[config.mk]
export PLATFORM = sky130hd
export DESIGN_NAME = scramble_ctrl
export DESIGN_NICKNAME = d
export VERILOG_FILES = /design/src/rtl/scramble_pkg.sv /design/src/rtl/scramble_core.sv /design/src/rtl/scramble_ctrl.sv
export SDC_FILE = /design/constraint.sdc
export NUM_CORES = 1
export LEC_CHECK = 0
export ABC_AREA = 1
export CAP_MARGIN = 20
export CORE_MARGIN = 8
export CORE_UTILIZATION = 41
export CTS_BUF_LIST = sky130_fd_sc_hd__clkbuf_8
export DETAILED_ROUTE_END_ITERATION = 10
export PLACE_DENSITY = 0.68
export SYNTH_ARGS = -nofsm -noshare
export SYNTH_HDL_FRONTEND = slang
export SYNTH_SLANG_ARGS = --single-unit
[constraint.sdc]
create_clock -name clk -period 2.03 [get_ports clk]
set_clock_uncertainty 0.15 [all_clocks]
set_input_delay 0.406 -clock clk [delete_from_list [all_inputs] [get_ports clk]]
set_output_delay 0.406 -clock clk [all_outputs]
set_load 0.005 [all_outputs]
[src/rtl/scramble_pkg.sv]
// -----------------------------------------------------------------------------
// scramble_pkg
// Shared constants and types for the scramble controller.
//   SCR_W        data / key word width
//   SCR_NW       round-count width
//   scr_state_t  controller FSM state encoding
//   scr_rotl1    rotate a word left by one (MSB wraps to bit 0); used by the
//                optional key rotation (SCRAMBLE_CTRL_KEYROT_EN)
// -----------------------------------------------------------------------------
package scramble_pkg;

   localparam int SCR_W  = 5;
   localparam int SCR_NW = 4;

   typedef enum logic [1:0] {
      ST_IDLE = 2'd0,
      ST_RUN  = 2'd1,
      ST_DONE = 2'd2
   } scr_state_t;

   function automatic logic [SCR_W-1:0] scr_rotl1(input logic [SCR_W-1:0] v);
      return {v[SCR_W-2:0], v[SCR_W-1]};
   endfunction

endpackage

[src/rtl/scramble_core.sv]
// -----------------------------------------------------------------------------
// scramble_core
// Purely combinational round function A = F(ip, k). All bit indices wrap
// modulo SCR_W:
//   A[i] = (~ip[i+2] & ~ip[i-1] & ~ip[i-2] & ip[i+1]) | (~ip[i] & k[i])
//        | (ip[i] & ip[i+2])
// Ports:
//   ip  in   current data word
//   k   in   round mask word
//   A   out  next data word
// -----------------------------------------------------------------------------
module scramble_core
   import scramble_pkg::*;
(
   input  logic [SCR_W-1:0] ip,
   input  logic [SCR_W-1:0] k,
   output logic [SCR_W-1:0] A
);

   // Wrapped neighbour indices are resolved at elaboration time so every
   // bit select is a constant.
   for (genvar gi = 0; gi < SCR_W; gi++) begin : g_bit
      localparam int P1 = (gi + 1) % SCR_W;
      localparam int P2 = (gi + 2) % SCR_W;
      localparam int M1 = (gi + SCR_W - 1) % SCR_W;
      localparam int M2 = (gi + SCR_W - 2) % SCR_W;

      logic w_t_shift;
      logic w_t_mask;
      logic w_t_keep;

      assign w_t_shift = ~ip[P2] & ~ip[M1] & ~ip[M2] & ip[P1];
      assign w_t_mask  = ~ip[gi] & k[gi];
      assign w_t_keep  =  ip[gi] & ip[P2];
      assign A[gi]     = w_t_shift | w_t_mask | w_t_keep;
   end

endmodule

[src/rtl/scramble_ctrl.sv]
// -----------------------------------------------------------------------------
// scramble_ctrl
// Job controller around scramble_core. A job captures seed/key/rounds on the
// start-accept edge, applies N rounds (one per clock), then presents the
// result with out_valid until the consumer acknowledges.
//
// Optional feature (compile-time macro): SCRAMBLE_CTRL_KEYROT_EN
//   defined   : key register rotates left by 1 after each round is applied
//   undefined : key register is constant for the whole job
//
// Ports:
//   clk        in   sole clock, rising edge
//   rst        in   asynchronous active-high reset
//   start      in   job request, sampled only in IDLE
//   seed[4:0]  in   initial data word
//   key[4:0]   in   per-round mask word
//   rounds[3:0]in   round count N (0..15)
//   busy       out  high in RUN and DONE
//   out_valid  out  high only in DONE
//   out_ack    in   consumer acknowledge, honoured only in DONE
//   result[4:0]out  data register (stable while out_valid)
//
// state | meaning
// ------+-------------------------------------------------------------
// IDLE  | waiting for start; registers hold the last job's values
// RUN   | one round per clock until the count reaches its last round
// DONE  | result presented, waiting for out_ack
// -----------------------------------------------------------------------------
module scramble_ctrl
   import scramble_pkg::*;
(
   input  logic              clk,
   input  logic              rst,
   input  logic              start,
   input  logic [SCR_W-1:0]  seed,
   input  logic [SCR_W-1:0]  key,
   input  logic [SCR_NW-1:0] rounds,
   output logic              busy,
   output logic              out_valid,
   input  logic              out_ack,
   output logic [SCR_W-1:0]  result
);

   scr_state_t        r_state;
   scr_state_t        w_next_state;

   logic [SCR_W-1:0]  r_data;
   logic [SCR_W-1:0]  r_key;
   logic [SCR_NW-1:0] r_cnt;

   logic [SCR_W-1:0]  w_round;
   logic              w_accept;
   logic              w_last_round;

   scramble_core u_core (
      .ip (r_data),
      .k  (r_key),
      .A  (w_round)
   );

   assign w_accept     = (r_state == ST_IDLE) && start;
   assign w_last_round = (r_cnt == SCR_NW'(1));

   // ---------------------------------------------------------------
   // State register
   // ---------------------------------------------------------------
   always_ff @(posedge clk or posedge rst) begin
      if (rst) begin
         r_state <= ST_IDLE;
      end else begin
         r_state <= w_next_state;
      end
   end

   // ---------------------------------------------------------------
   // Next-state logic
   // ---------------------------------------------------------------
   always_comb begin
      w_next_state = r_state;
      case (r_state)
         ST_IDLE: begin
            if (start) begin
               // A zero-round job skips RUN and presents the seed directly.
               w_next_state = (rounds != '0) ? ST_RUN : ST_DONE;
            end
         end
         ST_RUN: begin
            // A RUN entered with a zero count cannot happen; leave anyway
            // rather than wrapping through 16 rounds.
            if (w_last_round || (r_cnt == '0)) begin
               w_next_state = ST_DONE;
            end
         end
         ST_DONE: begin
            if (out_ack) begin
               w_next_state = ST_IDLE;
            end
         end
         default: begin
            w_next_state = ST_IDLE;
         end
      endcase
   end

   // ---------------------------------------------------------------
   // Output logic (Moore)
   // ---------------------------------------------------------------
   always_comb begin
      busy      = 1'b0;
      out_valid = 1'b0;
      case (r_state)
         ST_RUN: begin
            busy = 1'b1;
         end
         ST_DONE: begin
            busy      = 1'b1;
            out_valid = 1'b1;
         end
         default: begin
            busy      = 1'b0;
            out_valid = 1'b0;
         end
      endcase
   end

   assign result = r_data;

   // ---------------------------------------------------------------
   // Datapath registers: only written on accept and in RUN, so the
   // result is frozen through DONE and held afterwards in IDLE.
   // ---------------------------------------------------------------
   always_ff @(posedge clk or posedge rst) begin
      if (rst) begin
         r_data <= '0;
         r_key  <= '0;
         r_cnt  <= '0;
      end else begin
         if (w_accept) begin
            r_data <= seed;
            r_key  <= key;
            r_cnt  <= rounds;
         end else if (r_state == ST_RUN) begin
            r_data <= w_round;
            r_cnt  <= r_cnt - SCR_NW'(1);
`ifdef SCRAMBLE_CTRL_KEYROT_EN
            r_key  <= scr_rotl1(r_key);
`else
            r_key  <= r_key;
`endif
         end
      end
   end

endmodule

---- Word level (Yosys, flattened, before mapping) ----
Index checks and enable logic that the tools add are counted.
W data, S select, Z words.
word-level totals
  output and inout bits ................... 7
  input port bits ......................... 18
  word-level logic and storage cells ...... 70
  register bits after elaboration ......... 16
operators by class
  equal/unequal tests ..................... 6
  muxes and demuxes ....................... 11
  bitwise gates (word level) .............. 40
  reductions and logical operators ........ 8
  add/subtract/negate cells ............... 1
operators by type and width
  operator               number
  $and A1 B1 Y1          25
  $mux W5                2
  $or A1 B1 Y1           10
  $mux W2                4
  $mux W4                2
  $ne A2 B2 Y1 const B   3
  $pmux W2 S3            1
  $not A1 Y1             5
  $eq A4 B1 Y1 const B   1
  $logic_not A4 Y1       1
  $reduce_bool A4 Y1     1
  $sub A4 B1 Y4 const B  1
  $reduce_and A3 Y1      1
  $eq A2 B1 Y1 const B   1
  $eq A2 B2 Y1 const B   1
  $logic_not A2 Y1       1
  $mux W1                2
  $reduce_bool A2 Y1     1
  $reduce_or A2 Y1       1
  $logic_and A1 B1 Y1    1
  $logic_or A1 B1 Y1     1

---- Depth between registers and ports, before layout ----
  depth in word-level cells ............... 8
  depth in mapped cells ................... 9
  gate-level depth less buffers ........... 8

---- By module ----
From an unflattened synthesis, not the netlist that was laid out.
unflattened totals
  cells, all modules ...................... 163
  area, all modules ....................... 1109.8 sq um
modules (own cells, without submodules)
  module         instances  sequential area each (sq um)  area an instance (sq um)  cells each
  scramble_ctrl  1          400.4                         940.9                     118
  scramble_core  1          0.0                           168.9                     45

---- Worst setup path before layout ----
Ideal clock, no wire load.
  kind .................................... flip-flop to flip-flop
  from .................................... reg r_state[0]
  to ...................................... reg r_data[0], in the netlist result[0]
  period minus slack after synthesis ...... 1.382 ns
  setup time .............................. 0.116 ns
  arrival time ............................ 1.116 ns
  data required time ...................... 1.764 ns
  cell stages (with the launch flop) ...... 9
  path slack .............................. 0.648 ns
  path buffers ............................ 2
  cells stage by stage .................... dfrtp_1 > inv_1 > ha_1 > nand2_2 > buf_6 > buf_8 > nand3_1 > nand2_1 > nand2_1
on the way
  word-level cells in the longest chain between the ends .. 3
  elaborated cells between the ends (all ways) .. 5
  those cells by class .................... eq/ne (1); mux (1); reduce/logical (3)
RTL lines
  item                                                  RTL line              text
  start, declared                                       scramble_ctrl.sv:44   scr_state_t r_state;
  start signal, assigned                                scramble_ctrl.sv:71   r_state <= w_next_state;
  $logic_not A2 Y1                                      scramble_ctrl.sv:61   assign w_accept = (r_state == ST_IDLE) && start;
  $logic_and A1 B1 Y1                                   scramble_ctrl.sv:61
  $mux W5 / $reduce_bool A2 Y1 (equally long branches)  --
  end signal, assigned                                  scramble_ctrl.sv:143  r_data <= w_round;
  end, declared                                         scramble_ctrl.sv:47   logic [SCR_W-1:0] r_data;
Several ways; a longest one is shown, not always the timed one.
A chain may end at the register's enable or synchronous reset.

---- Worst setup path in the final report ----
  from .................................... reg r_data[1], in the netlist result[1]
  to ...................................... out result[1]
RTL lines
  item           RTL line             text
  end, declared  scramble_ctrl.sv:41  output logic [SCR_W-1:0] result
No word-level cell between the ends.

==> run metrics <==
first-pass GRT wire length 4040 µm; post-route minimum period 1.82 ns; Skew-Pair Late Insertion Delay 0.24 ns; sum of negative setup slack 0 ns; Fin. Hold Viols 0; Final Util 56.5%; vias after detailed routing 1003; Synthesis Warnings 0; GRT Overall Usage 11.6%; die area 4420 µm²; final HPWL from detailed placement 1880 µm; crit-path max cell delay 0.55 ns; Die Height 66.5 µm; unrepaired setup endpoints after global routing no; CP endpoint kind output port; ant diodes 0; final instance area 1390 µm²; Top delay family on crit path buffers and inverters; worst path cell trace clkdlybuf4s50_1; leak pwr 0.763 nW; Seq cells post-synth 16; Worst setup SP type register; Initial Util 42.6%; PD cells 1470 nW/µm²; drt pass-1 iters 4; reg-to-reg setup timing slack 0.40 ns; Synth Instances 155; DRC viols 0; wire per inst 11.4 µm; top cell type's share of synthesized area 38.3%; Max-slew headroom 84.3%; Non-Filler Instances 215; Worst-path clk slew 0.06 ns; CTS tree done; layout cells sized above 1 5.41%; distinct cell type count after synthesis 18; htree depth 1; # IOs 25; Rows 18; Die W 66.5 µm; Setup Viol. Count Final 0; syn_nets 178; CP required 1.47 ns; placed cells 209; post-synth top area cell dfrtp_1; worst slew pin tran 0.235 ns; GRT overflow 0; hold_buf cts 0; Max Slew Vio Count 0; antenna violations before repair 0; PortBufs 24; Area after DPL 1310 µm²; WP data arrival 1.26 ns; Antenna Nets Post-Route 0; area growth from synthesis to layout 32.7%; Crit path buffers/inverters 1; nets 209; Seq/Total Area, Yosys 38.3%; largest net degree at the start of global routing 17; clock root cell clkbuf_8; Clock Tree Buf Depth 2; fmax 550 MHz; syn avg cell area 6.75 µm²; Detailed Route WL 2450 µm; Slowest-stage cell, CP clkdlybuf4s50_1; Initial DRC Count 54; CP Max Fanout 8; overall power 2.04 mW; hold crit path type input port to asynchronous set/reset pin; routed vias/inst 4.67; placer congestion estimate 0.789; CTS buffer count 3; Max-cap violations 0; Synth Cell Area 1050 µm²; core outline area 2450 µm²; status finished, final reports clean; vias in the first global route 927; Max IR drop VDD 0.786 mV; clk sink count 16; Final period util 89.5%; largest cells by area after synthesis dfrtp_1, nand2_1, inv_1; WS Path Type register to output port
## per-layer routing
metal  share of wire, %  vias up  GRT usage, %
li1                   -      537             -
met1                 45      444          14.6
met2                 47       20          18.3
met3                6.6        2          3.69
met4               0.61        0          4.00
met5                  0        -             0
## logic make-up after synthesis
| kind of cell | after synthesis | share of synthesized area [%] |
|---|---|---|
| XOR/XNOR | 1 | 0.837 |
| AO/OA/AOI/OAI | 16 | 8.13 |
| buffers and inverters | 28 | 11.8 |
| adder cells (fa/ha/maj) | 5 | 5.98 |
| flip-flops | 16 | 38.3 |
| AND/OR/NAND/NOR | 89 | 34.9 |
## final timing paths
| check | startpoint | cells past startpoint | end |
|---|---|---|---|
| min in group clk | r_key[2] | 2 | r_key[2] |
| min reg2reg | r_key[2] | 2 | r_key[2] |
| min | rst | 3 | r_key[1] |
| max | result[1] | 1 | result[1] |
| max reg2reg | r_state[0] | 7 | r_cnt[0] |
| max in group asynchronous | rst | 3 | result[2] |
## final cells by class
| class | count | area, µm² |
|---|---|---|
| inverter | 26 | 97.6 |
| tap | 30 | 37.5 |
| sequential | 16 | 400 |
| multi-input combinational | 111 | 522 |
| fill | 226 | 1070 |
| timing repair buffer | 28 | 275 |
| clock buffer | 4 | 55.1 |
## worst min-delay path: stages
cell	delay, ns
clkdlybuf4s50_1	0.40
inv_1	0.05
buf_4	0.23
## synthesized netlist by cell type (all sizes together)
| library cell | count |
|---|---|
| o211ai | 1 |
| nand2 | 60 |
| a21boi | 1 |
| clkinv | 1 |
| buf | 2 |
| dfrtp | 16 |
| nand4 | 1 |
| o21ai | 12 |
| nor2 | 13 |
| inv | 25 |
| ha | 5 |
| nand3 | 15 |
| a21oi | 2 |
| xor2 | 1 |
## repair_timing
item,CTS,global route
gates resized for setup,0,2
buffers inserted,2,0
endpoints found under the setup margin,1,2
endpoints found under the hold margin,0,0
## where the power goes
group	switching (mW)	leakage, nW	internal, mW
Sequential	0.174	0.195	0.482
Combinational	0.604	0.540	0.503
Clock	0.105	0.0288	0.172
## per-stage QoR
| stage | setup slack, ns | hold WS, ns |
|---|---|---|
| finish | 0.213 | 0.319 |
| global route | 0.146 | 0.345 |
| CTS | 0.00100 | 0.327 |
| detailed placement | 0.225 | 0.316 |
| global placement | 0.273 | 0.316 |
| floorplan | 0.648 | 0.170 |
## registers in the layout, summed over array words and instances (netlist names)
| register | count |
|---|---|
| r_state | 2 |
| result | 5 |
| r_cnt | 4 |
| r_key | 5 |
## layout by cell type, fill, tap and decap left out
master	count
dfrtp_1	16
nand2_2	1
clkdlybuf4s50_1	22
o21ai_0	7
o21ai_1	5
nand2_1	58
nor2_1	13
clkinv_1	1
inv_1	25
a21boi_0	1
buf_4	4
nand4_1	1
a21oi_1	2
nand3_1	15
xor2_1	1
o211ai_1	1
dlymetal6s2s_1	2
nand2_4	1
clkbuf_8	4
ha_1	5
No activity file was read; power rests on OpenSTA's default activity.
